### src/rtl/thumb_inst_align_pkg.sv
// Shared definitions for the Thumb-2 fetch aligner: 32-bit prefix macros and instruction length helper.
// Also hosts `T32_PFX_*, `HW_NOP and `T32_IS32 for reuse by decode-side checkers.
`ifndef INST_ALIGN_DEFS
`define INST_ALIGN_DEFS
`define T32_PFX_A 5'b11101
`define T32_PFX_B 5'b11110
`define T32_PFX_C 5'b11111
`define HW_NOP 16'hBF00
`define T32_IS32(hw) (((hw[15:11]) == `T32_PFX_A) || ((hw[15:11]) == `T32_PFX_B) || ((hw[15:11]) == `T32_PFX_C))
`endif

package thumb_inst_align_pkg;

  localparam int unsigned HW_W = 16;

  typedef enum logic {
    LEN16 = 1'b0,
    LEN32 = 1'b1
  } inst_len_e;

  function automatic inst_len_e inst_len(input logic [HW_W-1:0] hw);
    return `T32_IS32(hw) ? LEN32 : LEN16;
  endfunction

endpackage

### src/rtl/thumb_inst_align_hw_fifo.sv
// HW_DEPTH x 16 circular halfword buffer: writes 0/1/2 halfwords, reads head pair, pops 0/1/2.
module hw_fifo
  import thumb_inst_align_pkg::*;
#(
  parameter int unsigned HW_DEPTH = 6,
  parameter int unsigned PTR_W    = 3
) (
  input  logic              clk,
  input  logic              rst,
  input  logic              clr,
  input  logic [1:0]        wr_n,
  input  logic [HW_W-1:0]   wr_hw0,
  input  logic [HW_W-1:0]   wr_hw1,
  input  logic [1:0]        pop_n,
  output logic [HW_W-1:0]   hw0,
  output logic [HW_W-1:0]   hw1,
  output logic [PTR_W:0]    count
);

  logic [HW_W-1:0]  mem [HW_DEPTH];
  logic [PTR_W-1:0] rd;
  logic [PTR_W-1:0] wr;

  // Pointer advance modulo HW_DEPTH (depth need not be a power of two).
  function automatic logic [PTR_W-1:0] wrap(input logic [PTR_W-1:0] p, input logic [1:0] n);
    int unsigned s;
    s = 32'(p) + 32'(n);
    if (s >= HW_DEPTH) s = s - HW_DEPTH;
    return PTR_W'(s);
  endfunction

  always_ff @(posedge clk) begin
    if (!clr) begin
      if (wr_n != 2'd0) mem[wr] <= wr_hw0;
      if (wr_n == 2'd2) mem[wrap(wr, 2'd1)] <= wr_hw1;
    end
  end

  always_ff @(posedge clk or posedge rst) begin
    if (rst) begin
      rd    <= '0;
      wr    <= '0;
      count <= '0;
    end else if (clr) begin
      rd    <= wr;
      count <= '0;
    end else begin
      wr    <= wrap(wr, wr_n);
      rd    <= wrap(rd, pop_n);
      count <= count + (PTR_W+1)'(wr_n) - (PTR_W+1)'(pop_n);
    end
  end

  always_ff @(posedge clk) begin
    if (!rst && !clr) begin
      assert (32'(count) + 32'(wr_n) <= HW_DEPTH + 32'(pop_n));
      assert (32'(pop_n) <= 32'(count));
    end
  end

  always_comb begin
    hw0 = mem[rd];
    hw1 = mem[wrap(rd, 2'd1)];
  end

endmodule

### src/rtl/thumb_inst_align.sv
// Thumb-2 fetch-to-decode aligner: presents one whole 16/32-bit instruction per handshake.
// Optional `INST_ALIGN_PC_EN adds a pc register driving inst_pc.
module thumb_inst_align
  import thumb_inst_align_pkg::*;
#(
  parameter int unsigned HW_DEPTH = 6,
  parameter int unsigned PTR_W    = 3
) (
  input  logic        clk,
  input  logic        rst,
  input  logic        fetch_valid,
  output logic        fetch_ready,
  input  logic [31:0] fetch_data,
  input  logic        flush,
  input  logic [31:0] flush_pc,
  output logic        inst_valid,
  input  logic        inst_ready,
  output logic [31:0] inst,
  output logic        inst_is32,
  output logic [31:0] inst_pc
);

  logic [PTR_W:0]    count;
  logic [HW_W-1:0]   hw0;
  logic [HW_W-1:0]   hw1;
  logic [HW_W-1:0]   wr_hw0;
  logic [1:0]        wr_n;
  logic [1:0]        pop_n;
  logic              push;
  logic              pop;
  logic              drop_lo;
  inst_len_e         len;

  hw_fifo #(
    .HW_DEPTH (HW_DEPTH),
    .PTR_W    (PTR_W)
  ) u_hw_fifo (
    .clk    (clk),
    .rst    (rst),
    .clr    (flush),
    .wr_n   (wr_n),
    .wr_hw0 (wr_hw0),
    .wr_hw1 (fetch_data[31:16]),
    .pop_n  (pop_n),
    .hw0    (hw0),
    .hw1    (hw1),
    .count  (count)
  );

  always_comb begin
    len         = inst_len(hw0);
    inst_valid  = ((count != '0) && (len == LEN16)) || (count > (PTR_W+1)'(1));
    fetch_ready = !flush && (32'(count) <= HW_DEPTH - 2);
    push        = fetch_valid && fetch_ready;
    pop         = inst_valid && inst_ready && !flush;
    wr_n        = push ? (drop_lo ? 2'd1 : 2'd2) : 2'd0;
    wr_hw0      = drop_lo ? fetch_data[31:16] : fetch_data[15:0];
    pop_n       = pop ? ((len == LEN32) ? 2'd2 : 2'd1) : 2'd0;
    inst_is32   = inst_valid && (len == LEN32);
    // Gate on inst_valid so the outputs read zero while the buffer is empty or half-filled.
    inst        = inst_valid ? {hw0, (inst_is32 ? hw1 : 16'h0000)} : 32'h0000_0000;
  end

  always_ff @(posedge clk or posedge rst) begin
    if (rst)       drop_lo <= 1'b0;
    else if (flush) drop_lo <= flush_pc[1];
    else if (push) drop_lo <= 1'b0;
  end

`ifdef INST_ALIGN_PC_EN
  logic [31:0] pc;

  always_ff @(posedge clk or posedge rst) begin
    if (rst)        pc <= '0;
    else if (flush) pc <= {flush_pc[31:1], 1'b0};
    else if (pop)   pc <= pc + ((len == LEN32) ? 32'd4 : 32'd2);
  end

  always_comb inst_pc = pc;

  logic unused_flush_pc;
  always_comb unused_flush_pc = flush_pc[0];
`else
  always_comb inst_pc = '0;

  logic unused_flush_pc;
  always_comb unused_flush_pc = ^{flush_pc[31:2], flush_pc[0]};
`endif

endmodule

### config.mk
export PLATFORM = sky130hd
export DESIGN_NAME = thumb_inst_align
export DESIGN_NICKNAME = d
export VERILOG_FILES = /design/src/rtl/thumb_inst_align_pkg.sv /design/src/rtl/thumb_inst_align_hw_fifo.sv /design/src/rtl/thumb_inst_align.sv
export SDC_FILE = /design/constraint.sdc
export NUM_CORES = 1
export LEC_CHECK = 0
export BUFFER_PORTS_ARGS = -buffer_cell sky130_fd_sc_hd__buf_4
export CORE_ASPECT_RATIO = 1.4
export CORE_MARGIN = 5
export CORE_UTILIZATION = 31
export CTS_CLUSTER_SIZE = 12
export DETAILED_ROUTE_END_ITERATION = 10
export PLACE_DENSITY = 0.61
export SYNTH_ARGS = -nofsm -noshare
export SYNTH_HDL_FRONTEND = slang
export SYNTH_HIERARCHICAL = 1
export SYNTH_SLANG_ARGS = --single-unit
### constraint.sdc
create_clock -name clk -period 3.5 [get_ports clk]
set_clock_uncertainty 0.1 [all_clocks]
set_input_delay 0.7 -clock clk [delete_from_list [all_inputs] [get_ports clk]]
set_output_delay 0.7 -clock clk [all_outputs]
set_load 0.005 [all_outputs]
Yosys cells after proc, flatten, opt, wreduce, memory -nomap -nowiden
Memories as Yosys holds them, arrays and structs flattened.
Cells that the tools add are included.
Storage, ports and cells
  bits in latches: 0
  memories kept: 1
  output and inout port bits: 67
  register bits: 11
  memory bits (read-only): 0
  memory bits (writable): 96
Memories
  u_hw_fifo.mem: words 6, width 16, read ports 2, clocked after memory_dff 0, write ports 2, line thumb_inst_align_hw_fifo.sv:20  | logic [HW_W-1:0] mem [HW_DEPTH];
Operators by class
  equality and inequality tests: 4
  bitwise logic cells: 1
  order comparisons: 6
  div/mod/pow operators: 0
  muxes and demuxes: 24
  add/sub/neg operators: 10
  multipliers: 0
  shifts and indexed selects: 0
  reductions and logical operators: 13
Operator list (count)
  $mux W16: 2
  $mux W32: 1
  $mux W3: 7
  $ge A4 B3 Y1 const B: 4
  $eq A5 B5 Y1 const B: 3
  $sub A3 B3 Y3 const B: 4
  $mux W1: 9
  $add A3 B1 Y4 const B: 2
  $add A3 B2 Y4: 2
  $mux W2: 4
  $logic_and A1 B1 Y1: 6
  $add A4 B2 Y4: 1
  $gt A4 B1 Y1 const B: 1
  $le A4 B3 Y1 const B: 1
  $mux W4: 1
  $reduce_bool A2 Y1: 2
  $reduce_bool A4 Y1: 1
  $sub A4 B2 Y4: 1
  $logic_or A1 B1 Y1: 3
  $eq A2 B2 Y1 const B: 1
  $logic_not A1 Y1: 1
  $not A1 Y1: 1

Depth between registers and ports, before layout
An unclocked memory read counts as a cell.
  depth in word-level cells: 15
  gate-level depth with buffers: 16

Cells and area by module
The synthesis kept the hierarchy.
By module, submodules not included
  hw_fifo: seq. area each 3133.0 µm², cells an instance 504, area each 6595.1 µm², times used 1
  thumb_inst_align: seq. area each 25.0 µm², cells an instance 106, area each 862.1 µm², times used 1

Least setup slack after synthesis
No wires, ideal clock.
  path type: register to register
  start: register u_hw_fifo.rd[1]
  end: register u_hw_fifo.count[3]
  period minus slack after synthesis: 3.886 ns
  arrival time: 3.655 ns
  setup slack: -0.386 ns
  stages on the path, launching flop included: 16
  path through: dfrtp_1 buf_2 buf_2 mux4_2 nor2_1 a21oi_1 o2111a_1 and2_1 and3b_1 fa_1 inv_1 ha_1 a21o_1 a21oi_1 xnor2_1 nor2_1
On the way
  longest elaborated chain between the ends: 13
  elaborated cells on any way between the ends: 16
  those cells by class: 1 x add/sub; 3 x eq/ne; 4 x mux; 1 x bitwise; 6 x reduce/logical; 1 x memory
RTL lines
  start: declaration: line thumb_inst_align_hw_fifo.sv:21  | logic [PTR_W-1:0] rd;
  start signal: assignment: line thumb_inst_align_hw_fifo.sv:45  | rd <= wr;
  start signal: assignment: line thumb_inst_align_hw_fifo.sv:49  | rd <= wrap(rd, pop_n);
  $mem_v2 Z6 W16 (*)
  via hw0[12]: line thumb_inst_align.sv:24  | logic [HW_W-1:0] hw0;
  $eq A5 B5 Y1 (no line)
  $logic_or A1 B1 Y1 (no line)
  $logic_or A1 B1 Y1 (no line) (*)
  $mux W1 (no line) (*)
  $not A1 Y1: line thumb_inst_align.sv:52  | inst_valid = ((count != '0) && (len == LEN16)) || (count > (PTR_W+1)'(1));
  $logic_and A1 B1 Y1: line thumb_inst_align.sv:52
  $logic_or A1 B1 Y1: line thumb_inst_align.sv:52
  $logic_and A1 B1 Y1 (2 in series): line thumb_inst_align.sv:55  | pop = inst_valid && inst_ready && !flush;
  $mux W2 (*): line thumb_inst_align.sv:58  | pop_n = pop ? ((len == LEN32) ? 2'd2 : 2'd1) : 2'd0;
  via pop_n[1]: line thumb_inst_align.sv:28  | logic [1:0] pop_n;
  $sub A4 B2 Y4 (*): line thumb_inst_align_hw_fifo.sv:50  | count <= count + (PTR_W+1)'(wr_n) - (PTR_W+1)'(pop_n);
  $mux W4 (*): line thumb_inst_align_hw_fifo.sv:44  | end else if (clr) begin
  end signal: assignment: line thumb_inst_align_hw_fifo.sv:50
  end: declaration: line thumb_inst_align_hw_fifo.sv:17  | output logic [PTR_W:0] count
Mark *: on every way through the listed nets, which the timed path passes. The rest lies on a longest branch.
A chain may end at the register's enable or synchronous reset.

Worst setup path in the final report
Same ends and word-level chain as after synthesis.

==> flow_summary.toml <==
[layout]
area_delta_synth_final_pct = 23.2
n_antenna_cell = 0
drive_gt1_share_pct = 44.5
layout.cells.non_filler = 1036
layout_commonest_cell = "buf_4"
final_core_util_pct = 38.6
layout_common_cells = "buf_4 (123), edfxtp_1 (96), mux2_2 (95), mux2i_1 (47), conb_1 (32)"
nets = 806
fill_cells = 2312

[timing]
tightest_slew_ns = 1.09
fin_tns_setup_ns = -0.00725
fmax_mhz = 285
layout_setup_ws_ns = -0.00725
setup_viol = 1
rsz0062_at_grt = "true"
slew_headroom_pct = 27.1
min_period_ns = 3.51
finalHoldViolCount = 0
maxSlewViolCount = 0
min_period_over_period_pct = 100

[floorplanning]
initial_core_util_pct = 31.3
ios = 136
coreArea_mm2 = 0.0238
dieArea_mm2 = 0.0273
die_h_um = 194
rows = 67
fp.dieW_um = 141

[place]
dp_hpwl_mm = 13.7
pre_cts_ws_ns = -0.0970
gp_congestion = 0.795
numPortBuffers = 72
placed_cells = 1001

[detailed_routing]
first_pass_iters = 4
vias = 5240
drc = 0
postRouteAntennaNets = 0
routedWlPerCell_um = 19.6
drt_iter0_drc = 254
drt-total-wl_mm = 20.3
vias_per_cell = 5.06

[clocking]
numCtsBuffers = 9
cts_max_level = 3
clk_pin_slew_ns = 0.08
cts_hold_buf = 0
clockRootBuffer = "clkbuf_16"
tritoncts = "yes"
cts_buffer_depth = 2
insertion_delay_ns = 0.35
cts.sinks = 107

[yosys]
synth_cells = 610
avgSynthCellArea_um2 = 12.2
yosys_warnings = 6
synth_edf_count = 96
ys_seq_elements = 107
yosysSeqAreaShare_pct = 42.3
syn_area_mm2 = 0.00746
postSynth.asyncResetShare_pct = 10.3
synth_cell_types = 57
synthFlopType = "edfxtp_1"

[critical_path]
critPathCaptureType = "flop"
path_max_fanout = 3
cp.arrival_ns = 3.65
crit_type = "reg2reg"
cp.required_ns = 3.64
start_kind = "flop"

[run]
cap_violations = 0

[run_status]
outcome = "complete, but fails checks"
violations = "setup timing"

[power]
p_sw_share_pct = 37.7
p_per_area_mw_per_mm2 = 724
seqPwrFrac_pct = 25.8
leakagePower_uw = 0.00351
ir_drop_uv = 296
p_total_uw = 6650
combinationalPowerShare_pct = 58.0
clkPwrFrac_pct = 16.2
power.internal_uw = 4140
switching_power_uw = 2510

[grt]
overflow = 0
grt_max_degree = 35
grt_pass1_wl_mm = 30.6
antenna_found_initial = 0
grt_usage_pct = 14.6
grt_pass1_vias = 5426

[min_path]
hold_path.class = "in2async"
==> layout make-up <==
class | instances | area, um2 | share of cell area, %
Sequential cell | 107 | 3160 | 34.4
Clock inverter | 5 | 77.6 | 0.844
Clock buffer | 11 | 233 | 2.53
Inverter | 19 | 73.8 | 0.803
Timing Repair Buffer | 139 | 1180 | 12.9
Tap cell | 310 | 388 | 4.22
Multi-Input combinational cell | 445 | 4070 | 44.3
==> layer usage <==
metal / routed length [um] / vias to the layer above / GRT usage (%)
li1: - / 2476 / -
met1: 8150 / 2568 / 16.9
met2: 10500 / 160 / 26.0
met3: 859 / 36 / 2.25
met4: 765 / 0 / 7.04
met5: 0 / - / 0
==> per-stage QoR <==
stage / hold WS, ns / cell area [um2]
4_1_cts: 0.0746 / 9070
6_report: 0.0847 / 9190
3_5_place_dp: 0.459 / 8560
3_3_place_gp: 0.455 / 8560
2_1_floorplan: 0.329 / 7640
5_1_grt: 0.0763 / 9190
==> registers in the layout, indices dropped and copies added, names as in the netlist <==
| signal | count |
|---|---|
| u_hw_fifo/wr | 3 |
| u_hw_fifo/count | 4 |
| drop_lo | 1 |
| u_hw_fifo/mem | 96 |
| u_hw_fifo/rd | 3 |
==> path summary, 6_finish.rpt <==
| path | startpoint | end | slack [ns] | depth (start not counted) |
|---|---|---|---|---|
| hold / removal | rst | drop_lo$_DFFE_PP0P_ | 0.08 | 2 |
| hold reg to reg | drop_lo$_DFFE_PP0P_ | drop_lo$_DFFE_PP0P_ | 0.49 | 2 |
| setup reg to reg | u_hw_fifo/rd[1]$_DFF_PP0_ | u_hw_fifo/count[3]$_DFF_PP0_ | -0.007 | 16 |
| min in group clk | flush_pc[1] | drop_lo$_DFFE_PP0P_ | 0.49 | 3 |
| setup / recovery | u_hw_fifo/rd[1]$_DFF_PP0_ | u_hw_fifo/count[3]$_DFF_PP0_ | -0.007 | 16 |
| max in group asynchronous | rst | u_hw_fifo/rd[0]$_DFF_PP0_ | 2.73 | 2 |
==> synth_stat cells, drive strengths merged (3+ instances only) <==
| master | count | share of area (%) |
|---|---|---|
| xor2 | 3 | 0.35 |
| mux4 | 16 | 4.8 |
| nand3 | 4 | 0.40 |
| mux2 | 112 | 17 |
| a31oi | 5 | 0.62 |
| nor3 | 3 | 0.27 |
| and3 | 17 | 1.4 |
| nand2 | 6 | 0.30 |
| fa | 4 | 1.1 |
| ha | 12 | 2.0 |
| nor2 | 25 | 1.4 |
| nor2b | 39 | 3.5 |
| edfxtp | 96 | 39 |
| nor3b | 3 | 0.37 |
| mux2i | 49 | 6.6 |
| o22ai | 19 | 1.6 |
| xnor2 | 3 | 0.35 |
| inv | 19 | 0.96 |
| a21o | 18 | 1.8 |
| dfrtp | 11 | 3.7 |
| buf | 57 | 5.2 |
| o21ai | 9 | 0.60 |
| a211oi | 19 | 2.1 |
| and2 | 3 | 0.25 |
| a21oi | 23 | 1.5 |
| clkbuf | 13 | 0.65 |
==> power by group through the flow <==
| stage | Sequential (uW) | Combinational [uW] | Clock, uW |
|---|---|---|---|
| after detailed placement | 1760 | 3430 | 0 |
| final | 1720 | 3860 | 1080 |
| after global placement | 1760 | 3400 | 0 |
| after global routing | 1740 | 4190 | 1140 |
| after CTS | 1720 | 3820 | 1100 |
| after floorplan | 1680 | 2380 | 0 |
==> cell families after synthesis <==
logic type,after synthesis,synth area share [%]
AND/OR/NAND/NOR,109,9.04
adder cells (fa/ha/maj),16,3.09
AO/OA/AOI/OAI,105,9.63
multiplexers,177,28.3
XOR/XNOR,6,0.705
other,1,0.0503
flip-flops,107,42.3
buffers and inverters,89,6.81
==> worst max-delay path, stage by stage, from the launching register on <==
cell and delay, ns:
dfrtp_2 0.43, buf_4 0.15, buf_12 0.12, mux4_2 0.42, nor2_1 0.10, a21oi_1 0.06, buf_4 0.18, o2111a_2 0.15
and2_4 0.16, and3b_2 0.22, fa_1 0.56, inv_2 0.06, ha_4 0.20, a21o_1 0.18, a21oi_2 0.13, xnor2_1 0.12
nor2_1 0.05
==> what timing repair did <==
action | CTS | global route
cloned | 2 | 0
pin swaps | 5 | 17
setup endpoints to repair | 34 | 36
setup buffers | 11 | 7
gates resized for setup | 20 | 26
(Power assumes the default switching activity.)
